$ cat config.mk
export PLATFORM = sky130hd
export DESIGN_NAME = core_mc
export DESIGN_NICKNAME = d
export VERILOG_FILES = /design/src/rtl/core_mc.sv
export SDC_FILE = /design/constraint.sdc
export NUM_CORES = 1
export LEC_CHECK = 0
export BUFFER_PORTS_ARGS = -buffer_cell sky130_fd_sc_hd__buf_2
export CORE_MARGIN = 1
export CORE_UTILIZATION = 35
export CTS_BUF_LIST = sky130_fd_sc_hd__clkbuf_4
export DETAILED_ROUTE_END_ITERATION = 16
export HOLD_SLACK_MARGIN = 0.12
export PLACE_DENSITY_LB_ADDON = 0.1
export SLEW_MARGIN = 0
export SYNTH_ARGS = -nofsm -noshare
export SYNTH_HDL_FRONTEND = slang
export SYNTH_SLANG_ARGS = --single-unit
$ cat constraint.sdc
create_clock -name i_CLK -period 5.2 [get_ports i_CLK]
set_input_delay 1.3 -clock i_CLK [delete_from_list [all_inputs] [get_ports i_CLK]]
set_output_delay 1.3 -clock i_CLK [all_outputs]
set_load 0.03 [all_outputs]
$ cat src/rtl/core_mc.sv
// core_mc: two-stage (ID, EX) in-order integer core with a register file and
// NUM_CH independent valid/ready result channels.
//
// Instruction format (32 bits):
//   [31:30] op (00 ADD, 01 SUB, 10 AND, 11 XOR)
//   [29:25] rd   [24:20] rs1   [19:15] rs2   [14:13] channel   [12:0] ignored
//
// Ports:
//   i_CLK    clock, rising edge
//   i_RSTn   asynchronous active-low reset
//   i_instr  instruction, transferred on i_valid & o_ready
//   i_valid  instruction valid
//   o_ready  core can accept an instruction this cycle
//   i_ready  per-channel downstream ready
//   o_data   per-channel result, channel c at [c*DATA_WIDTH +: DATA_WIDTH]
//   o_valid  per-channel result valid
//
// Optional build macro: CORE_MC_FWD_EN -- bypasses the EX result into ID when
// EX advances in the same cycle, removing the RAW-hazard bubble.

module core_mc #(
    parameter int DATA_WIDTH = 8,
    parameter int NUM_CH     = 2,
    parameter int NUM_REGS   = 32
) (
    input  logic                         i_CLK,
    input  logic                         i_RSTn,
    input  logic [31:0]                  i_instr,
    input  logic                         i_valid,
    output logic                         o_ready,
    input  logic [NUM_CH-1:0]            i_ready,
    output logic [NUM_CH*DATA_WIDTH-1:0] o_data,
    output logic [NUM_CH-1:0]            o_valid
);
    // Two channels decode bit 13 only; three or four decode both bits.
    localparam logic [1:0] CH_MASK = (NUM_CH == 2) ? 2'b01 : 2'b11;

    genvar gi;

    logic [DATA_WIDTH-1:0] regs [NUM_REGS];

    logic                  id_valid;
    logic [1:0]            id_op;
    logic [4:0]            id_rd;
    logic [4:0]            id_rs1;
    logic [4:0]            id_rs2;
    logic [1:0]            id_ch;

    logic                  ex_valid;
    logic [DATA_WIDTH-1:0] ex_result;
    logic [4:0]            ex_rd;
    logic [1:0]            ex_ch;

    logic                  out_valid [NUM_CH];
    logic [DATA_WIDTH-1:0] out_data  [NUM_CH];

    logic                  in_fire;
    logic                  hazard;
    logic                  id_adv;
    logic                  ex_adv;
    logic                  slot_free;
    logic                  rf_we;
    logic [DATA_WIDTH-1:0] rf_a;
    logic [DATA_WIDTH-1:0] rf_b;
    logic [DATA_WIDTH-1:0] op_a;
    logic [DATA_WIDTH-1:0] op_b;
    logic [DATA_WIDTH-1:0] alu;
    logic [1:0]            ch_sel;
    logic [12:0]           unused_bits;

    assign unused_bits = i_instr[12:0];

    // Combinational register read; indices >= NUM_REGS match nothing and read 0.
    // regs[0] is never written, so R0 reads 0 through the same path.
    always_comb begin
        rf_a = '0;
        rf_b = '0;
        for (int i = 0; i < NUM_REGS; i++) begin
            if (id_rs1 == 5'(i)) rf_a = regs[i];
            if (id_rs2 == 5'(i)) rf_b = regs[i];
        end
    end

    always_comb begin
        slot_free = 1'b0;
        for (int c = 0; c < NUM_CH; c++) begin
            if (ex_ch == 2'(c)) slot_free = !out_valid[c] || i_ready[c];
        end
    end

    assign hazard  = ex_valid && (ex_rd != 5'd0) && ((id_rs1 == ex_rd) || (id_rs2 == ex_rd));
    assign ex_adv  = ex_valid && slot_free;
    assign rf_we   = ex_adv && (ex_rd != 5'd0);
    assign o_ready = !id_valid || id_adv;
    assign in_fire = i_valid && o_ready;

`ifdef CORE_MC_FWD_EN
    // Only architecturally real registers are bypassed; an out-of-range rd
    // would read back as 0, so the register-file value is kept for it.
    logic ex_rd_real;
    assign ex_rd_real = (ex_rd != 5'd0) && ({1'b0, ex_rd} < 6'(NUM_REGS));
    assign op_a   = (ex_valid && ex_rd_real && (id_rs1 == ex_rd)) ? ex_result : rf_a;
    assign op_b   = (ex_valid && ex_rd_real && (id_rs2 == ex_rd)) ? ex_result : rf_b;
    // A hazard no longer blocks ID once EX is leaving this cycle.
    assign id_adv = id_valid && (!ex_valid || ex_adv);
`else
    assign op_a   = rf_a;
    assign op_b   = rf_b;
    assign id_adv = id_valid && !hazard && (!ex_valid || ex_adv);
`endif

    always_comb begin
        case (id_op)
            2'b00:   alu = op_a + op_b;
            2'b01:   alu = op_a - op_b;
            2'b10:   alu = op_a & op_b;
            default: alu = op_a ^ op_b;
        endcase
    end

    // Channel values that exceed NUM_CH fall back to channel 0.
    always_comb begin
        ch_sel = id_ch & CH_MASK;
        if (32'(ch_sel) >= NUM_CH) ch_sel = 2'd0;
    end

    always_ff @(posedge i_CLK or negedge i_RSTn) begin
        if (!i_RSTn) begin
            id_valid  <= 1'b0;
            id_op     <= '0;
            id_rd     <= '0;
            id_rs1    <= '0;
            id_rs2    <= '0;
            id_ch     <= '0;
            ex_valid  <= 1'b0;
            ex_result <= '0;
            ex_rd     <= '0;
            ex_ch     <= '0;
        end else begin
            if (in_fire) begin
                id_valid <= 1'b1;
                id_op    <= i_instr[31:30];
                id_rd    <= i_instr[29:25];
                id_rs1   <= i_instr[24:20];
                id_rs2   <= i_instr[19:15];
                id_ch    <= i_instr[14:13];
            end else if (id_adv) begin
                id_valid <= 1'b0;
            end

            if (id_adv) begin
                ex_valid  <= 1'b1;
                ex_result <= alu;
                ex_rd     <= id_rd;
                ex_ch     <= ch_sel;
            end else if (ex_adv) begin
                ex_valid <= 1'b0;
            end
        end
    end

    // Register i resets to 5*i (truncated to DATA_WIDTH).
    for (gi = 0; gi < NUM_REGS; gi++) begin : g_rf
        always_ff @(posedge i_CLK or negedge i_RSTn) begin
            if (!i_RSTn) begin
                regs[gi] <= DATA_WIDTH'(5 * gi);
            end else if (rf_we && (ex_rd == 5'(gi))) begin
                regs[gi] <= ex_result;
            end
        end
    end

    // Single-entry output register per channel; reload wins over drain so a
    // handshake and a new result in the same cycle stay back-to-back.
    for (gi = 0; gi < NUM_CH; gi++) begin : g_ch
        logic load;
        assign load = ex_adv && (ex_ch == 2'(gi));

        always_ff @(posedge i_CLK or negedge i_RSTn) begin
            if (!i_RSTn) begin
                out_valid[gi] <= 1'b0;
                out_data[gi]  <= '0;
            end else if (load) begin
                out_valid[gi] <= 1'b1;
                out_data[gi]  <= ex_result;
            end else if (i_ready[gi]) begin
                out_valid[gi] <= 1'b0;
            end
        end

        assign o_valid[gi]                              = out_valid[gi];
        assign o_data[gi*DATA_WIDTH +: DATA_WIDTH]      = out_data[gi];
    end

endmodule

==> flow_metrics.tcl, run 1 <==
set metrics [dict create \
    rsz0062_at_grt "false" \
    seq_area_frac_synth 0.418 \
    top_layer "met5" \
    n_fill_cell 5262 \
    max_slew_margin 0.327 \
    worstPathCellList "buf_4 -> and3b_1 -> o221ai_1 -> o211ai_1 -> nor4_1 -> buf_4 -> o31a_1 -> ha_1 -> a21oi_1 -> ha_1 -> nor2b_1 -> o21ai_0 -> a21boi_0 -> o21a_1 -> nor2_1 -> o21ai_0 -> xor3_1 -> xnor2_1 -> o311ai_2" \
    hold_path_class "reg -> reg" \
    port_buffers 41 \
    yosysTopAreaCell "dfrtp_1" \
    synth_nets 1830 \
    crit_type "reg -> reg" \
    numCtsBuffers 88 \
    final_layout_size_suffix_gt1_frac 0.403 \
    cts_tree "built" \
    place_congestion 0.983 \
    dp_hpwl_um 57100 \
    root_buffer "clkbuf_4" \
    drtIter0Drc 1702 \
    ys_ff_latch 308 \
    synth.cell_area_um2 18800 \
    finalHoldViolations 0 \
    routed_wl_um 79300 \
    synth_top_area_frac 0.262 \
    power_w 0.0181 \
    critPathLaunchType "register" \
    drtAntennaViolNets 0 \
    die_h_um 234 \
    grt-ovfl-total 0 \
    cts_sinks 308 \
    synth-edff-count 0 \
    crit_slowest_cell "dfrtp_2" \
    clk_pin_slew_ns 0.06 \
    cp.arrival_ns 5.75 \
    period_share 0.966 \
    ys_warn_count 0 \
    syn-instance-count 1775 \
    synthFlopType "dfrtp_1" \
    first_pass_iters 7 \
    initial_core_util 0.356 \
    core_area_um2 52800 \
    dr_total_vias 16168 \
    wl_per_cell_um 29.9 \
    synth.area.top_cells "dfrtp_1 26%, mux2_2 18%, dfstp_2 16%" \
    slowest_delay_ns 0.65 \
    grt_pass1_wl_um 115000 \
    syn_avg_cell_area_um2 10.6 \
    setup-violations-final 0 \
    worst-path-max-fanout 18 \
    dieArea_um2 54600 \
    worst_slew_pin_slew_ns 1.01 \
    clk_latency_ns 0.89 \
    required_ns 5.93 \
    maxSlewViolCount 0 \
    whs_path_depth 0 \
    fmax_mhz 199 \
    max_cap_violations 0 \
    async_reset_ff_frac 1.00 \
    setup.worst_path.start "id_rs2[2]" \
    clockBufferDepth 3 \
    rows 84 \
    grt_max_degree 104 \
    skew_ns 0.0739 \
    hold_path.startpoint "regs[253]" \
    htree_levels 3 \
    track_usage 0.293 \
    ir_drop_mv 0.641 \
    grt_pass1_vias 16129 \
    vias_per_cell 6.10 \
    setup_tns_ns 0 \
    fin_nets 1942 \
    seq_area_um2 7870 \
    drc_errors 0 \
    syn2layout_area_growth_pct 14.1 \
    timing.rr.start "id_rs2[2]" \
    cp-end-kind "register" \
    p_leak_nw 9.08 \
    synth_cell_types 91 \
    multi_input_area_um2 10100 \
    antenna_found_initial 7 \
    status "finished clean" \
    wl_met3_um 5750 \
    period_needed_ns 5.02 \
    met1Wirelength_um 33200 \
    p_per_area_nw_per_um2 844 \
    reg2regPathDepth 19 \
    io_pins 56 \
    die_w_um 234 \
    wl_met2_um 36800 \
]
-- path summary, 6_finish.rpt --
kind / to / slack, ns
worst max-delay path: ex_result[7] / 0.18
worst min-delay path: regs[253] / 0.40
worst max register to register: ex_result[7] / 0.18
worst min register to register: regs[253] / 0.40
max in group asynchronous: id_rs2[3] / 3.53
min in group asynchronous: regs[87] / 0.52
-- where the power goes --
| group | internal [W] | total (W) | switching (W) |
|---|---|---|---|
| logic | 0.00448 | 0.0107 | 0.00624 |
| clock network | 0.00120 | 0.00230 | 0.00110 |
| registers | 0.00365 | 0.00509 | 0.00144 |
| total | 0.00932 | 0.0181 | 0.00878 |
-- synthesized netlist by cell type, drive strengths merged, types with 10 or more instances --
master	count
o221ai	11
mux2i	72
nor2	90
nand3	43
dfrtp	197
nor3b	13
a21o	10
xor2	11
clkbuf	81
buf	76
mux4	17
a211oi	24
a32oi	11
mux2	308
a221oi	16
a22oi	15
o22ai	34
o21ai	120
inv	25
nand3b	10
a31oi	21
a21oi	92
o211ai	16
nand2b	23
nor3	18
ha	17
dfstp	111
nand2	107
nor2b	29
-- worst max-delay path, delay by kind of cell, from the launching register on --
family	cells	cell delay [ns]
AO/OA/AOI/OAI	9	1.82
AND/OR/NAND/NOR	4	0.96
flip-flops	1	0.65
buffers and inverters	2	0.53
adder cells (fa/ha/maj)	2	0.53
XOR/XNOR	2	0.36
-- kinds of logic (layout without fill, tap and decap cells) --
| logic type | after synthesis | in the layout | share of synthesized area |
|---|---|---|---|
| flip-flops | 308 | 308 | 0.418 |
| XOR/XNOR | 21 | 21 | 0.0106 |
| AND/OR/NAND/NOR | 391 | 391 | 0.107 |
| other | 0 | 7 | 0 |
| multiplexers | 397 | 397 | 0.243 |
| AO/OA/AOI/OAI | 457 | 457 | 0.162 |
| adder cells (fa/ha/maj) | 18 | 18 | 0.0124 |
| buffers and inverters | 183 | 364 | 0.0473 |
-- per-layer routing --
metal  global-route usage  up-vias
met3               0.0630      211
met2                0.464      777
met5                    0        -
li1                     -     6916
met4                0.127        4
met1                0.383     8260
-- through the flow --
stage	hold slack (ns)	area, µm²	util	worst slack (ns)	std cells
floorplan	0.438	18800	-	1.14	1775
global placement	0.377	20200	0.384	0.177	2483
detailed placement	0.385	20200	0.384	0.147	2483
CTS	0.399	21400	0.405	0.0792	2642
global route	0.408	21400	0.406	0.0116	2649
finish	0.401	21400	0.406	0.177	2651
-- registers in the layout, indices dropped and copies added (netlist names) --
| signal | flops |
|---|---|
| regs | 256 |
| o_data | 16 |
| ex_result | 8 |
| ex_rd | 5 |
| id_rd | 5 |
| id_rs1 | 5 |
| id_rs2 | 5 |
| id_op | 2 |
| o_valid | 2 |
| ex_ch | 1 |
| ex_valid | 1 |
| id_ch | 1 |
| id_valid | 1 |
-- placed cells by master, fill, tap and decap left out, types with 8 or more instances in the layout --
| cell type | n |
|---|---|
| a211oi_1 | 22 |
| clkbuf_4 | 137 |
| o31ai_1 | 8 |
| o211ai_1 | 16 |
| a21oi_1 | 91 |
| nor3b_1 | 9 |
| mux4_2 | 17 |
| o221ai_1 | 11 |
| inv_1 | 24 |
| ha_1 | 17 |
| o21ai_0 | 113 |
| xor2_1 | 11 |
| buf_4 | 126 |
| nor2_1 | 89 |
| nand3_1 | 43 |
| nor3_1 | 18 |
| a21o_1 | 10 |
| buf_12 | 10 |
| a22oi_1 | 15 |
| nand2_1 | 106 |
| xnor2_1 | 9 |
| and3_1 | 9 |
| dfstp_2 | 111 |
| a221oi_1 | 15 |
| mux2_2 | 303 |
| buf_2 | 40 |
| mux2i_1 | 72 |
| a32oi_1 | 11 |
| o32ai_1 | 8 |
| o22ai_1 | 34 |
| dfrtp_1 | 189 |
| a31oi_1 | 21 |
| nand2b_1 | 23 |
| nor2b_1 | 29 |
| nand3b_1 | 10 |
| clkinv_1 | 15 |
-- what timing repair did --
action	in CTS	in global routing
endpoints found under the setup margin	0	1
resized for setup	0	5
buffers inserted	0	2
hold buffers	0	0
-- cell type report --
cell class              instances  area share
well taps                     688      0.0401
repair buffers                179      0.0653
flip-flops and latches        308       0.367
diodes                          7    0.000817
clock buffers                 137      0.0480
clock inverters                22     0.00502
multi-input cells            1284       0.469
inverters                      26     0.00455
No activity file was read; power rests on OpenSTA's default activity.
==> inputs of run 2 (changes only) <==
- REMOVE_ABC_BUFFERS: unset -> 1
- SKIP_CTS_REPAIR_TIMING: unset -> 1
==> run 2 against run 1 <==
  * Utilization up 0.097 points
  * Sequential power down 1%
  * Sequential cell count unchanged
  * Die area unchanged
  * Routed wire length down 0.89%
  * Global-route usage down 0.25 points
  * Final area up 0.24%
  * Critical path depth unchanged
  * Clock skew down 0.030 ns
  * Register-to-register slack better by 0.08 ns
  * Worst setup slack better by 0.080 ns
  * Total power up 1.2%
  * Largest cell class unchanged
  * Highest routed layer unchanged
==> flow_metrics.tcl, run 2 (synthesis results as in run 1) <==
set metrics [dict create \
    status "finished clean" \
    p_per_area_nw_per_um2 852 \
    n_fill_cell 5305 \
    max_cap_violations 0 \
    met1Wirelength_um 33500 \
    rows 84 \
    grt-ovfl-total 0 \
    grt_pass1_vias 15861 \
    top_layer "met5" \
    worst-path-max-fanout 9 \
    vias_per_cell 6.02 \
    grt_max_degree 106 \
    first_pass_iters 6 \
    root_buffer "clkbuf_4" \
    fin_area_um2 21500 \
    numCtsBuffers 89 \
    routed_wl_um 78600 \
    place_congestion 0.987 \
    largest_reg_flops 256 \
    critPathLaunchType "register" \
    initial_core_util 0.356 \
    layout_commonest_cell "mux2_2" \
    hold_path_class "reg -> reg" \
    crit_type "reg -> reg" \
    drtIter0Drc 1546 \
    final_layout_size_suffix_gt1_frac 0.401 \
    clockBufferDepth 3 \
    drtAntennaViolNets 0 \
    fin_ws_ns 0.257 \
    placed_cell_area_um2 20300 \
    setup_tns_ns 0 \
    antenna_found_initial 5 \
    fin_util 0.407 \
    wl_met2_um 36900 \
    wl_per_cell_um 29.6 \
    cp.arrival_ns 5.68 \
    clk_pin_slew_ns 0.06 \
    ir_drop_mv 0.518 \
    die_w_um 234 \
    dp_hpwl_um 57000 \
    track_usage 0.290 \
    cts_sinks 308 \
    dieArea_um2 54600 \
    maxSlewViolCount 0 \
    port_buffers 41 \
    dp_slack_ns 0.294 \
    clk_latency_ns 0.86 \
    core_area_um2 52800 \
    period_share 0.951 \
    syn2layout_area_growth_pct 14.4 \
    regMostFlops "regs" \
    max_slew_margin 0.303 \
    die_h_um 234 \
    cts_tree "built" \
    final_cell_mix "303 x mux2_2, 192 x dfrtp_1, 139 x clkbuf_4" \
    grt_pass1_wl_um 114000 \
    rsz0062_at_grt "false" \
    power_w 0.0183 \
    p_leak_nw 9.12 \
    finalHoldViolations 0 \
    worst_slew_pin_slew_ns 1.04 \
    skew_ns 0.0437 \
    cp-end-kind "register" \
    htree_levels 3 \
    fmax_mhz 202 \
    period_needed_ns 4.94 \
    drc_errors 0 \
    required_ns 5.93 \
    fin_nets 1941 \
    dr_total_vias 15953 \
    io_pins 56 \
    setup-violations-final 0 \
    wl_met3_um 5010 \
]
[run 2: routing by layer]
metal | vias to the layer above | GRT usage
met3 | 160 | 0.0524
met5 | - | 0
met4 | 2 | 0.123
li1 | 6923 | -
met1 | 8203 | 0.383
met2 | 665 | 0.465
[run 2: final timing paths]
kind | from | endpoint | slack [ns] | cells after the start
max in group asynchronous | i_RSTn | ex_result[3] | 3.59 | 2
worst min register to register | regs[254] | regs[254] | 0.40 | 0
worst max register to register | id_rs1[2] | ex_result[7] | 0.26 | 19
min in group asynchronous | i_RSTn | regs[56] | 0.53 | 1
worst min-delay path | regs[254] | regs[254] | 0.40 | 0
worst max-delay path | id_rs1[2] | ex_result[7] | 0.26 | 19
[run 2: through the flow]
step	cells	hold WS, ns
2_1_floorplan	1618	0.362
3_3_place_gp	2483	0.383
3_5_place_dp	2483	0.381
4_1_cts	2649	0.398
5_1_grt	2650	0.418
6_report	2650	0.400
[run 2: report_power, final]
group | internal (W) | leakage (nW) | switching [W] | total, W
Combinational | 0.00460 | 4.72 | 0.00627 | 0.0109
Clock | 0.00128 | 0.717 | 0.00113 | 0.00241
Sequential | 0.00365 | 3.68 | 0.00139 | 0.00504
Total | 0.00953 | 9.12 | 0.00879 | 0.0183
[run 2: layout make-up]
class	instances	area, µm²	share of cell area
multi-input combinational	1284	10100	0.468
sequential	308	7860	0.366
timing repair buffer	177	1410	0.0657
clock buffer	139	1040	0.0486
tap	688	861	0.0401
clock inverter	27	161	0.00751
inverter	26	97.6	0.00454
antenna	1	2.50	0.000116
[run 2: worst max-delay path, cell delays in order, from the launching register on]
cell and delay, ns:
dfrtp_1 0.72, buf_4 0.32, nor2b_1 0.34, a31oi_1 0.13, o21ai_0 0.25, o311ai_1 0.14, o211ai_1 0.23, a221o_1 0.26
a31oi_1 0.10, a211oi_1 0.30, a2bb2oi_1 0.38, ha_1 0.19, o21ai_0 0.11, a21boi_0 0.29, o21a_1 0.16, nor2_1 0.05
o21ai_0 0.21, xor3_1 0.27, xnor2_1 0.15, o311ai_2 0.22
